`src/rtl/hazard_ctrl_dual_pkg.sv`:
```
`default_nettype none
// ============================================================================
// Module   : hazard_pkg
// Brief    : Shared types and helpers for the dual-lane hazard controller.
// Revision : 1.0
// ============================================================================
package hazard_pkg;

    localparam int NREG = 32;
    localparam int RW   = $clog2(NREG);
    localparam logic [RW-1:0] REG_ZERO = '0;

    // Bits [1:0] line up with the legacy lane-A 2-bit mux; bit 2 selects lane B.
    typedef enum logic [2:0] {
        FWD_RF  = 3'b000,
        FWD_A_W = 3'b001,
        FWD_A_M = 3'b010,
        FWD_B_W = 3'b101,
        FWD_B_M = 3'b110
    } fwd_sel_t;

    typedef struct packed {
        logic          valid;
        logic [RW-1:0] rd;
        logic          regwrite;
        logic          load;
        logic [RW-1:0] rs1;
        logic [RW-1:0] rs2;
    } stage_tag_t;

    typedef struct packed {
        logic          valid;
        logic [RW-1:0] rd;
        logic          regwrite;
    } wb_tag_t;

    function automatic wb_tag_t to_wb(input stage_tag_t t);
        return '{valid: t.valid, rd: t.rd, regwrite: t.regwrite};
    endfunction

    function automatic logic fwd_hit(input wb_tag_t t, input logic [RW-1:0] rs);
        return t.valid && t.regwrite && (t.rd == rs) && (rs != REG_ZERO);
    endfunction

    function automatic logic load_use(input stage_tag_t e, input stage_tag_t d);
        return e.valid && e.load && (e.rd != REG_ZERO) && d.valid &&
               ((e.rd == d.rs1) || (e.rd == d.rs2));
    endfunction

endpackage
`default_nettype wire

```
`src/rtl/hazard_ctrl_dual_if.sv`:
```
`default_nettype none
// ============================================================================
// Module   : hazard_ctrl_dual_if
// Brief    : D-stage decode info in, forward selects and pipeline controls out.
// Revision : 1.0
// ============================================================================
interface hazard_ctrl_dual_if;
    import hazard_pkg::*;

    logic          ValidA_D, ValidB_D;
    logic [RW-1:0] Rs1A_D, Rs2A_D, Rs1B_D, Rs2B_D;
    logic [RW-1:0] RdA_D, RdB_D;
    logic          RegWriteA_D, RegWriteB_D;
    logic          LoadA_D, LoadB_D;
    logic          PCSrc_E;
    logic [2:0]    ForwardA1_E, ForwardA2_E, ForwardB1_E, ForwardB2_E;
    logic          StallF, StallD, FlushD, FlushE;

    modport master (
        output ValidA_D, ValidB_D, Rs1A_D, Rs2A_D, Rs1B_D, Rs2B_D,
               RdA_D, RdB_D, RegWriteA_D, RegWriteB_D, LoadA_D, LoadB_D, PCSrc_E,
        input  ForwardA1_E, ForwardA2_E, ForwardB1_E, ForwardB2_E,
               StallF, StallD, FlushD, FlushE
    );

    modport slave (
        input  ValidA_D, ValidB_D, Rs1A_D, Rs2A_D, Rs1B_D, Rs2B_D,
               RdA_D, RdB_D, RegWriteA_D, RegWriteB_D, LoadA_D, LoadB_D, PCSrc_E,
        output ForwardA1_E, ForwardA2_E, ForwardB1_E, ForwardB2_E,
               StallF, StallD, FlushD, FlushE
    );

endinterface
`default_nettype wire

```
`src/rtl/hazard_ctrl_dual_fwd_select.sv`:
```
`default_nettype none
// ============================================================================
// Module   : fwd_select
// Brief    : Priority forward select for one E-stage source register.
// Revision : 1.0
// ============================================================================
module fwd_select
    import hazard_pkg::*;
(
    input  logic [RW-1:0] i_rs,
    input  wb_tag_t       i_a_m,
    input  wb_tag_t       i_b_m,
    input  wb_tag_t       i_a_w,
    input  wb_tag_t       i_b_w,
    output fwd_sel_t      o_sel
);

    // Newest producer wins; lane B is younger than lane A within a pair.
    always_comb begin
        o_sel = FWD_RF;
        if (fwd_hit(i_b_m, i_rs)) begin
            o_sel = FWD_B_M;
        end else if (fwd_hit(i_a_m, i_rs)) begin
            o_sel = FWD_A_M;
        end else if (fwd_hit(i_b_w, i_rs)) begin
            o_sel = FWD_B_W;
        end else if (fwd_hit(i_a_w, i_rs)) begin
            o_sel = FWD_A_W;
        end
    end

endmodule
`default_nettype wire

```
`src/rtl/hazard_ctrl_dual.sv`:
```
`default_nettype none
// ============================================================================
// Module   : hazard_ctrl_dual
// Brief    : Dual-lane forwarding, load-use stall and branch flush control.
//            Define HAZ_PERF_CNT_EN to add StallCnt/FlushCnt counters.
// Revision : 1.0
// ============================================================================
module hazard_ctrl_dual
    import hazard_pkg::*;
(
    input  logic               clk,
    input  logic               reset,
    hazard_ctrl_dual_if.slave  bus
`ifdef HAZ_PERF_CNT_EN
    ,
    output logic [31:0]        StallCnt,
    output logic [31:0]        FlushCnt
`endif
);

    stage_tag_t r_a_e, r_b_e;
    wb_tag_t    r_a_m, r_b_m, r_a_w, r_b_w;
    stage_tag_t w_a_d, w_b_d;
    logic       w_lw_stall, w_stall, w_flush_e;
    fwd_sel_t   w_fa1, w_fa2, w_fb1, w_fb2;

    assign w_a_d = '{valid: bus.ValidA_D, rd: bus.RdA_D, regwrite: bus.RegWriteA_D,
                     load: bus.LoadA_D, rs1: bus.Rs1A_D, rs2: bus.Rs2A_D};
    assign w_b_d = '{valid: bus.ValidB_D, rd: bus.RdB_D, regwrite: bus.RegWriteB_D,
                     load: bus.LoadB_D, rs1: bus.Rs1B_D, rs2: bus.Rs2B_D};

    assign w_lw_stall = load_use(r_a_e, w_a_d) || load_use(r_a_e, w_b_d) ||
                        load_use(r_b_e, w_a_d) || load_use(r_b_e, w_b_d);

    // A taken redirect discards the stalled D instruction, so the stall is dropped.
    assign w_stall   = w_lw_stall && !bus.PCSrc_E && !reset;
    assign w_flush_e = (w_stall || bus.PCSrc_E) && !reset;

    assign bus.StallF = w_stall;
    assign bus.StallD = w_stall;
    assign bus.FlushD = bus.PCSrc_E && !reset;
    assign bus.FlushE = w_flush_e;

    always_ff @(posedge clk) begin
        if (reset) begin
            r_a_e <= '0;
            r_b_e <= '0;
            r_a_m <= '0;
            r_b_m <= '0;
            r_a_w <= '0;
            r_b_w <= '0;
        end else begin
            if (w_flush_e) begin
                r_a_e.valid <= 1'b0;
                r_b_e.valid <= 1'b0;
            end else begin
                r_a_e <= w_a_d;
                r_b_e <= w_b_d;
            end
            r_a_m <= to_wb(r_a_e);
            r_b_m <= to_wb(r_b_e);
            r_a_w <= r_a_m;
            r_b_w <= r_b_m;
        end
    end

    fwd_select u_fwd_a1 (.i_rs(r_a_e.rs1), .i_a_m(r_a_m), .i_b_m(r_b_m),
                         .i_a_w(r_a_w), .i_b_w(r_b_w), .o_sel(w_fa1));
    fwd_select u_fwd_a2 (.i_rs(r_a_e.rs2), .i_a_m(r_a_m), .i_b_m(r_b_m),
                         .i_a_w(r_a_w), .i_b_w(r_b_w), .o_sel(w_fa2));
    fwd_select u_fwd_b1 (.i_rs(r_b_e.rs1), .i_a_m(r_a_m), .i_b_m(r_b_m),
                         .i_a_w(r_a_w), .i_b_w(r_b_w), .o_sel(w_fb1));
    fwd_select u_fwd_b2 (.i_rs(r_b_e.rs2), .i_a_m(r_a_m), .i_b_m(r_b_m),
                         .i_a_w(r_a_w), .i_b_w(r_b_w), .o_sel(w_fb2));

    assign bus.ForwardA1_E = w_fa1;
    assign bus.ForwardA2_E = w_fa2;
    assign bus.ForwardB1_E = w_fb1;
    assign bus.ForwardB2_E = w_fb2;

`ifdef HAZ_PERF_CNT_EN
    logic [31:0] r_stall_cnt, r_flush_cnt;

    always_ff @(posedge clk) begin
        if (reset) begin
            r_stall_cnt <= '0;
            r_flush_cnt <= '0;
        end else begin
            if (w_stall && (r_stall_cnt != 32'hFFFF_FFFF)) begin
                r_stall_cnt <= r_stall_cnt + 32'd1;
            end
            if (bus.PCSrc_E && (r_flush_cnt != 32'hFFFF_FFFF)) begin
                r_flush_cnt <= r_flush_cnt + 32'd1;
            end
        end
    end

    assign StallCnt = r_stall_cnt;
    assign FlushCnt = r_flush_cnt;
`endif

endmodule
`default_nettype wire

```
`src/flat_wrapper.sv`:
```
// flat-port wrapper written by rule: the top's interface ports become plain ports
module hazard_ctrl_dual_flat import hazard_pkg::*;
  (clk, reset, bus_ValidA_D, bus_ValidB_D, bus_Rs1A_D, bus_Rs2A_D, bus_Rs1B_D, bus_Rs2B_D, bus_RdA_D, bus_RdB_D, bus_RegWriteA_D, bus_RegWriteB_D, bus_LoadA_D, bus_LoadB_D, bus_PCSrc_E, bus_ForwardA1_E, bus_ForwardA2_E, bus_ForwardB1_E, bus_ForwardB2_E, bus_StallF, bus_StallD, bus_FlushD, bus_FlushE);
  hazard_ctrl_dual_if bus_i ();
  input  logic clk;
  input  logic reset;
  input wire logic [$bits(bus_i.ValidA_D)-1:0] bus_ValidA_D;
  input wire logic [$bits(bus_i.ValidB_D)-1:0] bus_ValidB_D;
  input wire logic [$bits(bus_i.Rs1A_D)-1:0] bus_Rs1A_D;
  input wire logic [$bits(bus_i.Rs2A_D)-1:0] bus_Rs2A_D;
  input wire logic [$bits(bus_i.Rs1B_D)-1:0] bus_Rs1B_D;
  input wire logic [$bits(bus_i.Rs2B_D)-1:0] bus_Rs2B_D;
  input wire logic [$bits(bus_i.RdA_D)-1:0] bus_RdA_D;
  input wire logic [$bits(bus_i.RdB_D)-1:0] bus_RdB_D;
  input wire logic [$bits(bus_i.RegWriteA_D)-1:0] bus_RegWriteA_D;
  input wire logic [$bits(bus_i.RegWriteB_D)-1:0] bus_RegWriteB_D;
  input wire logic [$bits(bus_i.LoadA_D)-1:0] bus_LoadA_D;
  input wire logic [$bits(bus_i.LoadB_D)-1:0] bus_LoadB_D;
  input wire logic [$bits(bus_i.PCSrc_E)-1:0] bus_PCSrc_E;
  output wire logic [$bits(bus_i.ForwardA1_E)-1:0] bus_ForwardA1_E;
  output wire logic [$bits(bus_i.ForwardA2_E)-1:0] bus_ForwardA2_E;
  output wire logic [$bits(bus_i.ForwardB1_E)-1:0] bus_ForwardB1_E;
  output wire logic [$bits(bus_i.ForwardB2_E)-1:0] bus_ForwardB2_E;
  output wire logic [$bits(bus_i.StallF)-1:0] bus_StallF;
  output wire logic [$bits(bus_i.StallD)-1:0] bus_StallD;
  output wire logic [$bits(bus_i.FlushD)-1:0] bus_FlushD;
  output wire logic [$bits(bus_i.FlushE)-1:0] bus_FlushE;
  assign bus_i.ValidA_D = bus_ValidA_D;
  assign bus_i.ValidB_D = bus_ValidB_D;
  assign bus_i.Rs1A_D = bus_Rs1A_D;
  assign bus_i.Rs2A_D = bus_Rs2A_D;
  assign bus_i.Rs1B_D = bus_Rs1B_D;
  assign bus_i.Rs2B_D = bus_Rs2B_D;
  assign bus_i.RdA_D = bus_RdA_D;
  assign bus_i.RdB_D = bus_RdB_D;
  assign bus_i.RegWriteA_D = bus_RegWriteA_D;
  assign bus_i.RegWriteB_D = bus_RegWriteB_D;
  assign bus_i.LoadA_D = bus_LoadA_D;
  assign bus_i.LoadB_D = bus_LoadB_D;
  assign bus_i.PCSrc_E = bus_PCSrc_E;
  assign bus_ForwardA1_E = bus_i.ForwardA1_E;
  assign bus_ForwardA2_E = bus_i.ForwardA2_E;
  assign bus_ForwardB1_E = bus_i.ForwardB1_E;
  assign bus_ForwardB2_E = bus_i.ForwardB2_E;
  assign bus_StallF = bus_i.StallF;
  assign bus_StallD = bus_i.StallD;
  assign bus_FlushD = bus_i.FlushD;
  assign bus_FlushE = bus_i.FlushE;
  hazard_ctrl_dual u_core (.clk(clk), .reset(reset), .bus(bus_i));
endmodule
```
`config.mk`:
```
export PLATFORM = sky130hd
export DESIGN_NAME = hazard_ctrl_dual_flat
export DESIGN_NICKNAME = d
export VERILOG_FILES = /design/src/rtl/hazard_ctrl_dual_pkg.sv /design/src/rtl/hazard_ctrl_dual_if.sv /design/src/rtl/hazard_ctrl_dual_fwd_select.sv /design/src/rtl/hazard_ctrl_dual.sv /design/src/flat_wrapper.sv
export SDC_FILE = /design/constraint.sdc
export NUM_CORES = 1
export LEC_CHECK = 0
export CORE_ASPECT_RATIO = 1.4
export CORE_MARGIN = 1
export CORE_UTILIZATION = 56
export DETAILED_ROUTE_END_ITERATION = 10
export MAX_ROUTING_LAYER = met4
export PLACE_DENSITY = 0.88
export REMOVE_ABC_BUFFERS = 1
export SYNTH_ARGS = -nofsm -noshare
export SYNTH_HDL_FRONTEND = slang
export SYNTH_SLANG_ARGS = --single-unit
```
`constraint.sdc`:
```
create_clock -name clk -period 2.2 [get_ports clk]
set_input_delay 0.44 -clock clk [delete_from_list [all_inputs] [get_ports clk]]
set_output_delay 0.44 -clock clk [all_outputs]
set_load 0.02 [all_outputs]
```
==> impl_results.md, run 1 <==
* Final hold violation count at 0
* Pre-CTS setup slack at -1.12 ns
* Overall routing resource usage at about a third
* Largest net degree at the start of global routing at between 70 and 80
* Synth Instances at approximately 460
* H-tree level count at 3
* Worst setup path category: in -> out
* Slew @ Worst Pin at around 0.66 ns
* Seq. cell area at about 0.0014 mm^2
* DP HPWL at just under 8 mm
* Worst setup margin at -0.344 ns
* Top cells by area, synth: dfxtp_1, xnor2_1, xor2_1
* CP cell instances: clkdlybuf4s15_1, xnor2_2, nand4_1, o22ai_2, o2111ai_2, buf_4, o211a_4, nor2_4, buf_6
* Fin crit share at 116%
* Top_reg_cell synth: dfxtp_1
* Max VDD drop at approximately 0.46 mV
* Synthesized area at ~0.0041 mm^2
* Initial DRC Count at 260
* Initial Utilization at between 50% and 60%
* CP Buf/Inv Count at 3
* Final instance area at about 0.0056 mm^2
* Port Buffers at between 50 and 60
* Initial antenna violation count at 0
* Clk Tree Root Cell: clkbuf_8
* Routed vias at about 3,800
* Vias/cell at approximately 6
* Slew headroom at 56.1%
* Hold Path Class: in -> reg
* Antenna-violating nets left at 0
* Gpl congestion at approximately 0.94
* CTS buffer count at 9
* Failing checks: negative setup slack
* Vias in the first global route at around 3,700
* Asr flop ratio synth at 0%
* Tmin final at around 2.5 ns
* Clk sink count at 64
* RSZ-0062 raised after global routing: yes
* Hold_buf cts at 0
* Die Wd at between 70 and 80 um
* Final setup fails at 24
* CP max-delay cell: clkdlybuf4s15_1
* Chip Height at ~100 um
* Fillers at about 420
* Detailed Routing Iterations Pass 1 at 5
* Commonest non-fill, non-tap cell in the layout: buf_4
* Crit path largest cell delay at roughly 0.27 ns
* Synth cell types at 34
* Sequential share of the synthesized area at a little under a third
* Crit Path Max Fanout at 3
* Die area at 0.00759 mm^2
* # DRC at 0
* Core Area at ~0.0070 mm^2
* Synth top area share at a little under a third
* Max-cap viol count at 0
* Number of synthesized flops with an enable pin at 0
* # diodes at 0
* Worst Skew at ~0.011 ns
* Clock-pin slew on the worst setup and hold paths at about 0.070 ns
* Row count at 36
* First-pass GRT wire length at 18.6 mm
* Total Wirelength at 14.1 mm
* Outcome: finished with violations
* Leading area contributor after synthesis: dfxtp_1
* Avg Synthesized Cell Area at 8.84 um^2
* Worst Path Arrival at 2.10 ns
* Clock buffer depth at 2
* Max-slew violations at 0
* Critical path startpoint category: primary input
* I/O pin total at 55
* P_leak at between 0.002 and 0.0025 uW
* Area of the multi-input gates at around 0.0028 mm^2
* WL per Instance at approximately 22 um
* Clock insertion delay at the later pin of the skew report at around 0.36 ns
* Seq cells post-synth at between 60 and 70
* Remaining global-route overflow at 0
* Yosys warning count at 0
* PwrDens at 533 mW/mm^2
* Share of layout cells above drive strength 1 at 36.0%
* Layout Area Growth over Synthesis at 36.8%
* CP Data Required Time at 1.76 ns
* Worst setup EP type: primary output
* Commonest non-fill, non-tap cells in the layout: buf_4, xor2_1, xnor2_1
* CTS tree: done
* Post-DP Area at between 0.004 and 0.005 mm^2
* Delay-heaviest family, CP: compound AO/OA/AOI/OAI gates
* Max frequency at ~0.39 GHz
* Final nets at between 500 and 600
## cell usage after synthesis, types with 7 or more instances
cell	count
buf_2	9
clkbuf_1	37
dfxtp_1	64
mux2_4	7
mux2i_1	22
nand2_1	23
nand2b_1	45
nand3_1	7
nand4_1	15
nor2_1	12
nor2b_1	40
nor4_1	15
xnor2_1	64
xor2_1	56
## flip-flops by register name, indices dropped and copies added (netlist names)
register / flops
u_core.r_b_e: 18
u_core.r_a_m: 7
u_core.r_a_w: 7
u_core.r_b_m: 7
u_core.r_a_e: 18
u_core.r_b_w: 7
## worst min-delay path, cell delays in order
cell	delay, ns
clkbuf_2	0.16
nand2b_1	0.11
mux2i_1	0.07
## repair_timing
action,in CTS,in global routing
pin swaps,22,24
gates resized for setup,150,66
setup endpoints to repair,50,44
setup buffers,5,11
gates cloned,1,1
## layout make-up
class | instances | area share, %
clock buffer | 12 | 2.79
clock inverter | 1 | 0.0902
inverter | 2 | 0.135
multi-input combinational | 339 | 50.6
sequential | 64 | 24.5
tap | 95 | 2.14
timing repair buffer | 127 | 19.7
## routing by layer
layer	vias up	global-route usage (%)	part of all wire (%)
li1	1644	-	-
met2	257	60.8	51
met4	0	23.7	8.6
met5	-	-	0
met1	1801	35.1	34
met3	105	5.87	5.7
## final timing paths
path | start | endpoint | slack, ns | cells after the start
worst min register to register | u_core.r_a_m[0]$_SDFF_PP0_ | u_core.r_a_w[0]$_SDFF_PP0_ | 0.47 | 1
worst max register to register | u_core.r_b_e[12]$_SDFFE_PP0N_ | u_core.r_a_e[16]$_SDFFE_PP0N_ | -0.11 | 9
worst min-delay path | bus_Rs1A_D[2] | u_core.r_a_e[7]$_SDFFE_PP0N_ | 0.46 | 3
worst max-delay path | bus_Rs2B_D[0] | bus_FlushE | -0.34 | 9
## logic make-up (layout without fill, tap and decap cells)
| kind of cell | Yosys count | count (layout) | synth area share, % |
|---|---|---|---|
| AOI/OAI and AO/OA | 16 | 16 | 2.59 |
| DFF | 64 | 64 | 31.6 |
| muxes | 34 | 34 | 9.40 |
| xor gates and xnor gates | 120 | 120 | 25.9 |
| buffers and inverters | 56 | 142 | 6.69 |
| and+or+nand+nor | 169 | 169 | 23.8 |
## through the flow
| stage | hold slack (ns) | setup TNS [ns] | cells | power [uW] | utilization [%] |
|---|---|---|---|---|---|
| 3_5_place_dp | 0.456 | -25.00 | 610 | 1910 | 69.7 |
| 6_report | 0.463 | -2.69 | 640 | 2960 | 79.5 |
| 4_1_cts | 0.469 | -0.734 | 628 | 2810 | 74.6 |
| 2_1_floorplan | 0.429 | -12.10 | 405 | 1640 | - |
| 3_3_place_gp | 0.442 | -23.21 | 610 | 1880 | 69.7 |
| 5_1_grt | 0.477 | -3.74 | 640 | 3050 | 79.5 |
## report_power, final
group	internal, uW	switching, uW
sequential	1210	119
combinational	384	331
clock	450	459
No activity file was read; power rests on OpenSTA's default activity.
==> run 2: changes to the inputs <==
--- a/config.mk
+++ b/config.mk
@@ -10,7 +10,7 @@
 export CORE_UTILIZATION = 56
 export DETAILED_ROUTE_END_ITERATION = 10
 export MAX_ROUTING_LAYER = met4
-export PLACE_DENSITY = 0.88
+export PLACE_DENSITY = 0.81
 export REMOVE_ABC_BUFFERS = 1
 export SYNTH_ARGS = -nofsm -noshare
 export SYNTH_HDL_FRONTEND = slang
==> run 2 against run 1 <==
Effect of this change:
- the flow still finishes with violations (negative setup slack)
- critical path depth shrank 1
- routed wire length fell by 7.2%
- global-route usage decreased by 3.0 points
- core utilization is 1.6 points higher
- design area is 2.0% higher
- critical endpoint is now bus_StallF
- largest power group unchanged
==> impl_results.md, run 2 (synthesis gave the netlist of run 1 again) <==
* Slew headroom at between 60% and 70%
* Util after Layout at between 80 and 90%
* Tmin final at between 2 and 3 ns
* Tot Pwr at 3220 uW
* Layout Area Growth over Synthesis at 39.6%
* Clock-pin slew on the worst setup and hold paths at approximately 0.07 ns
* Fin crit share at 116%
* Overall routing resource usage at between 30% and 40%
* Max-slew violations at 0
* DP HPWL at about 8 mm
* Core Area at 0.00698 mm^2
* Clock buffer depth at 2
* CP Data Required Time at 1.76 ns
* Max frequency at ~0.4 GHz
* WL per Instance at around 20 um
* Max VDD drop at 0.472 mV
* H-tree level count at 3
* CTS tree: done
* Slew @ Worst Pin at around 0.47 ns
* I/O pin total at 55
* Antenna-violating nets left at 0
* Critical path startpoint category: primary input
* Failing checks: negative setup slack
* # diodes at 0
* Commonest non-fill, non-tap cells in the layout: buf_4, xnor2_1, xor2_1
* Die area at about 0.0076 mm^2
* Post-DP Area at roughly 0.0049 mm^2
* Routed vias at roughly 3,700
* Vias in the first global route at 3,403
* Final hold violation count at 0
* Worst setup margin at -0.362 ns
* Worst Path Arrival at around 2.1 ns
* Chip Height at 103 um
* Detailed Routing Iterations Pass 1 at 5
* Row count at 36
* Gpl congestion at slightly above 0.9
* Clk sink count at 64
* Clock insertion delay at the later pin of the skew report at between 0.3 and 0.4 ns
* Final instance area at between 0.005 and 0.006 mm^2
* Final nets at roughly 600
* Port Buffers at 54
* Initial DRC Count at between 200 and 250
* Largest net degree at the start of global routing at between 50 and 60
* Initial antenna violation count at 0
* CTS buffer count at 9
* Biggest regs: u_core.r_a_e (18), u_core.r_b_e (18)
* P_leak at between 0.002 and 0.003 uW
* First-pass GRT wire length at about 17 mm
* Initial Utilization at between 50% and 60%
* Final setup fails at 27
* Worst Skew at between 0.005 and 0.006 ns
* Crit Path Max Fanout at 3
* Commonest non-fill, non-tap cell in the layout: buf_4
* Clk Tree Root Cell: clkbuf_8
* Remaining global-route overflow at 0
* Die Wd at roughly 74 um
* Share of layout cells above drive strength 1 at roughly a third
* Max-cap viol count at 0
* PwrDens at roughly 570 mW/mm^2
* Worst setup EP type: primary output
* Hold Path Class: reg -> reg
* Outcome: finished with violations
* Total Wirelength at between 10 and 15 mm
* # DRC at 0
* Vias/cell at between 5 and 6
* Worst setup path category: in -> out
* RSZ-0062 raised after global routing: yes
## run 2: cell count changes in the layout (fill, tap and decap cells not counted), sizes merged
cell           delta
clkdlybuf4s15     -2
clkinv            -1
bufinv            +2
clkinvlp          +2
buf               +7
clkbuf            +1
dlygate4sd2       +2
## run 2: worst paths after layout
kind / startpoint / to / slack [ns] / cells past startpoint
max reg2reg: u_core.r_b_e[12]$_SDFFE_PP0N_ / u_core.r_b_e[13]$_SDFFE_PP0N_ / -0.08 / 9
min reg2reg: u_core.r_a_m[0]$_SDFF_PP0_ / u_core.r_a_w[0]$_SDFF_PP0_ / 0.47 / 1
max: bus_Rs1A_D[2] / bus_StallF / -0.36 / 8
min: u_core.r_a_m[0]$_SDFF_PP0_ / u_core.r_a_w[0]$_SDFF_PP0_ / 0.47 / 1
## run 2: metrics by stage
step	TNS, ns	setup WS (ns)	cells	hold WS, ns
3_5_place_dp	-25.14	-0.951	613	0.461
5_1_grt	-3.70	-0.356	651	0.490
3_3_place_gp	-23.19	-0.909	613	0.450
4_1_cts	-1.60	-0.224	641	0.471
6_report	-2.15	-0.362	651	0.471
2_1_floorplan	-12.10	-0.666	405	0.429
## run 2: final cells by class
type,count,area [um^2]
timing repair buffer,135,1210
tap,95,119
clock inverter,4,75.1
fill,407,1320
inverter,2,7.51
sequential,64,1360
multi-input combinational,339,2720
clock buffer,12,165
## run 2: power by group
| group | internal (uW) | total, uW | switching, uW |
|---|---|---|---|
| sequential | 1210 | 1310 | 103 |
| clock | 731 | 1210 | 480 |
| combinational | 381 | 695 | 314 |
| total | 2320 | 3220 | 897 |
## run 2: per-layer routing
metal  wire length [um]  up-vias  global-route usage [%]
met1               4740     1758                    34.6
met3                617       95                    4.69
met4                973        0                    21.3
met2               6730      196                    53.4
met5                  0        -                       -
li1                   -     1666                       -
## run 2: worst max-delay path: stages
cell           delay, ns
dlygate4sd2_1       0.31
xnor2_1             0.31
nand3_1             0.19
o22ai_2             0.21
a22oi_2             0.12
o21ai_2             0.15
nor3b_4             0.23
buf_4               0.17
## run 2: repair_timing
action                     CTS  global route
resized for setup          149            68
setup endpoints to repair   49            29
setup buffers               12            13
gates cloned                 0             2
pin swaps                   21            33
hold endpoints to repair     0             0
hold buffers                 0             0
==> run 3: changes to the inputs <==
--- a/config.mk
+++ b/config.mk
@@ -7,7 +7,7 @@
 export LEC_CHECK = 0
 export CORE_ASPECT_RATIO = 1.4
 export CORE_MARGIN = 1
-export CORE_UTILIZATION = 56
+export CORE_UTILIZATION = 55
 export DETAILED_ROUTE_END_ITERATION = 10
 export MAX_ROUTING_LAYER = met4
 export PLACE_DENSITY = 0.81
==> run 3 against run 2 <==
Effect of this change:
- the flow still finishes with violations (negative setup slack)
- die area increased by 1.8%
- first-iteration DRC count grew 8.5%
- routed wire length is 12% lower
==> impl_results.md, run 3 (synthesis gave the netlist of run 1 again) <==
* Share of layout cells above drive strength 1 at around a third
* Worst Skew at between 0.005 and 0.006 ns
* Gpl congestion at 0.955
* Biggest regs: u_core.r_a_e (18), u_core.r_b_e (18)
* CTS tree: done
* Clk sink count at 64
* P_leak at 0.00243 uW
* Clock-pin slew on the worst setup and hold paths at 0.07 ns
* RSZ-0062 raised after global routing: yes
* I/O pin total at between 50 and 60
* Tot Pwr at about 3000 uW
* Total Wirelength at 11.5 mm
* Die area at ~0.0077 mm^2
* Chip Height at approximately 100 um
* Clock buffer depth at 2
* Crit path largest cell delay at between 0.4 and 0.5 ns
* Final hold violation count at 0
* # DRC at 0
* Worst setup path category: reg -> out
* CP Buf/Inv Count at 1
* Layout Area Growth over Synthesis at 34.7%
* CP cell instances: xnor2_1, nand4_1, o22ai_2, o2111ai_2, o21ai_1, nor3b_2, buf_4
* Initial antenna violation count at 0
* Vias/cell at approximately 5.5
* Finished Layout Cells at 636
* R2R setup slack at roughly 0.09 ns
* Routed vias at ~3,500
* CP Data Required Time at approximately 1.8 ns
* Initial Utilization at 57.7%
* Fin crit share at 110%
* Outcome: finished with violations
* Clock insertion delay at the later pin of the skew report at 0.35 ns
* Cell Count Post-Placement at approximately 610
* First-pass GRT wire length at 17.9 mm
* Critical path startpoint category: flop
* Setup TNS at -1.06 ns
* Core Area at 0.00703 mm^2
* Commonest non-fill, non-tap cells in the layout: buf_4, xor2_1, xnor2_1
* Commonest non-fill, non-tap cell in the layout: buf_4
* Slew @ Worst Pin at 0.528 ns
* Reg-to-Reg Start: u_core.r_a_e[13]$_SDFFE_PP0N_
* Clk Tree Root Cell: clkbuf_8
* Max frequency at 0.415 GHz
* Overall routing resource usage at about a third
* Final setup fails at 7
* Remaining global-route overflow at 0
* Delay-heaviest family, CP: compound AO/OA/AOI/OAI gates
* Slew headroom at approximately two thirds
* Max VDD drop at between 0.4 and 0.5 mV
* Row count at 36
* WL per Instance at ~18 um
* Area of the multi-input gates at around 0.0028 mm^2
* Hold path startpoint: bus_Rs1A_D[4]
* Port Buffers at 54
* Die Wd at 74.6 um
* CP max-delay cell: dfxtp_4
* Vias in the first global route at roughly 3,600
* Final hold slack at about 0.46 ns
* Fillers at between 400 and 500
* Detailed Routing Iterations Pass 1 at 5
* Seq. cell area at ~0.0014 mm^2
* Failing checks: negative setup slack
* Max-slew violations at 0
* Final nets at 575
* Antenna-violating nets left at 0
* Tmin final at 2.41 ns
* Crit. Startpoint: u_core.r_b_e[12]$_SDFFE_PP0N_
* Worst Path Arrival at 1.97 ns
* Worst setup EP type: primary output
* Largest net degree at the start of global routing at 66
* Hold Path Class: in -> reg
* CTS buffer count at 9
* Initial DRC Count at 267
* Worst setup margin at -0.209 ns
* DP HPWL at between 7 and 8 mm
* Crit Path Max Fanout at 6
* H-tree level count at 3
* # diodes at 0
* Max-cap viol count at 0
* Util after Layout at between 70% and 80%
* PwrDens at roughly 540 mW/mm^2
[run 3: cell count changes in the layout (fill, tap and decap cells not counted), moves of 3 or more]
cell,change
buf_4,-7
buf_6,-5
clkbuf_8,-3
dfxtp_2,+3
xnor2_1,-7
xnor2_2,+7
[run 3: area by class of cell]
type	instances	share of cell area, %
multi-input combinational	339	50.6
sequential	64	24.9
timing repair buffer	120	18.7
clock buffer	11	2.40
tap	95	2.17
clock inverter	5	1.05
inverter	2	0.137
[run 3: power by group]
| part | switching [uW] | internal [uW] |
|---|---|---|
| Clock | 475 | 521 |
| Sequential | 103 | 1210 |
| Combinational | 298 | 369 |
| Total | 876 | 2100 |
[run 3: final timing paths]
check	end	depth (start not counted)
hold / removal	u_core.r_a_e[9]$_SDFFE_PP0N_	3
hold reg to reg	u_core.r_b_m[0]$_SDFF_PP0_	1
setup / recovery	bus_StallD	7
setup reg to reg	u_core.r_b_e[11]$_SDFFE_PP0N_	5
[run 3: metal layers]
metal	track usage [%]	part of all wire [%]
met3	5.74	4.3
met1	34.6	37
met2	51.4	53
met4	20.2	6.2
met5	-	0
[run 3: per-stage QoR]
step / area (um^2) / worst slack (ns)
after global placement: 4850 / -0.906
after floorplan: 3790 / -0.666
after detailed placement: 4850 / -0.972
after global routing: 5470 / -0.322
after CTS: 5170 / -0.171
final: 5470 / -0.209
[run 3: worst min-delay path, cell delays in order]
cell      delay (ns)
clkbuf_2        0.15
nand2b_1        0.10
mux2i_1         0.07
[run 3: timing repair]
| action | CTS | global route |
|---|---|---|
| pin swaps | 21 | 33 |
| setup buffers | 4 | 9 |
| hold buffers | 0 | 0 |
| endpoints found under the setup margin | 50 | 18 |
| gates resized for setup | 150 | 67 |
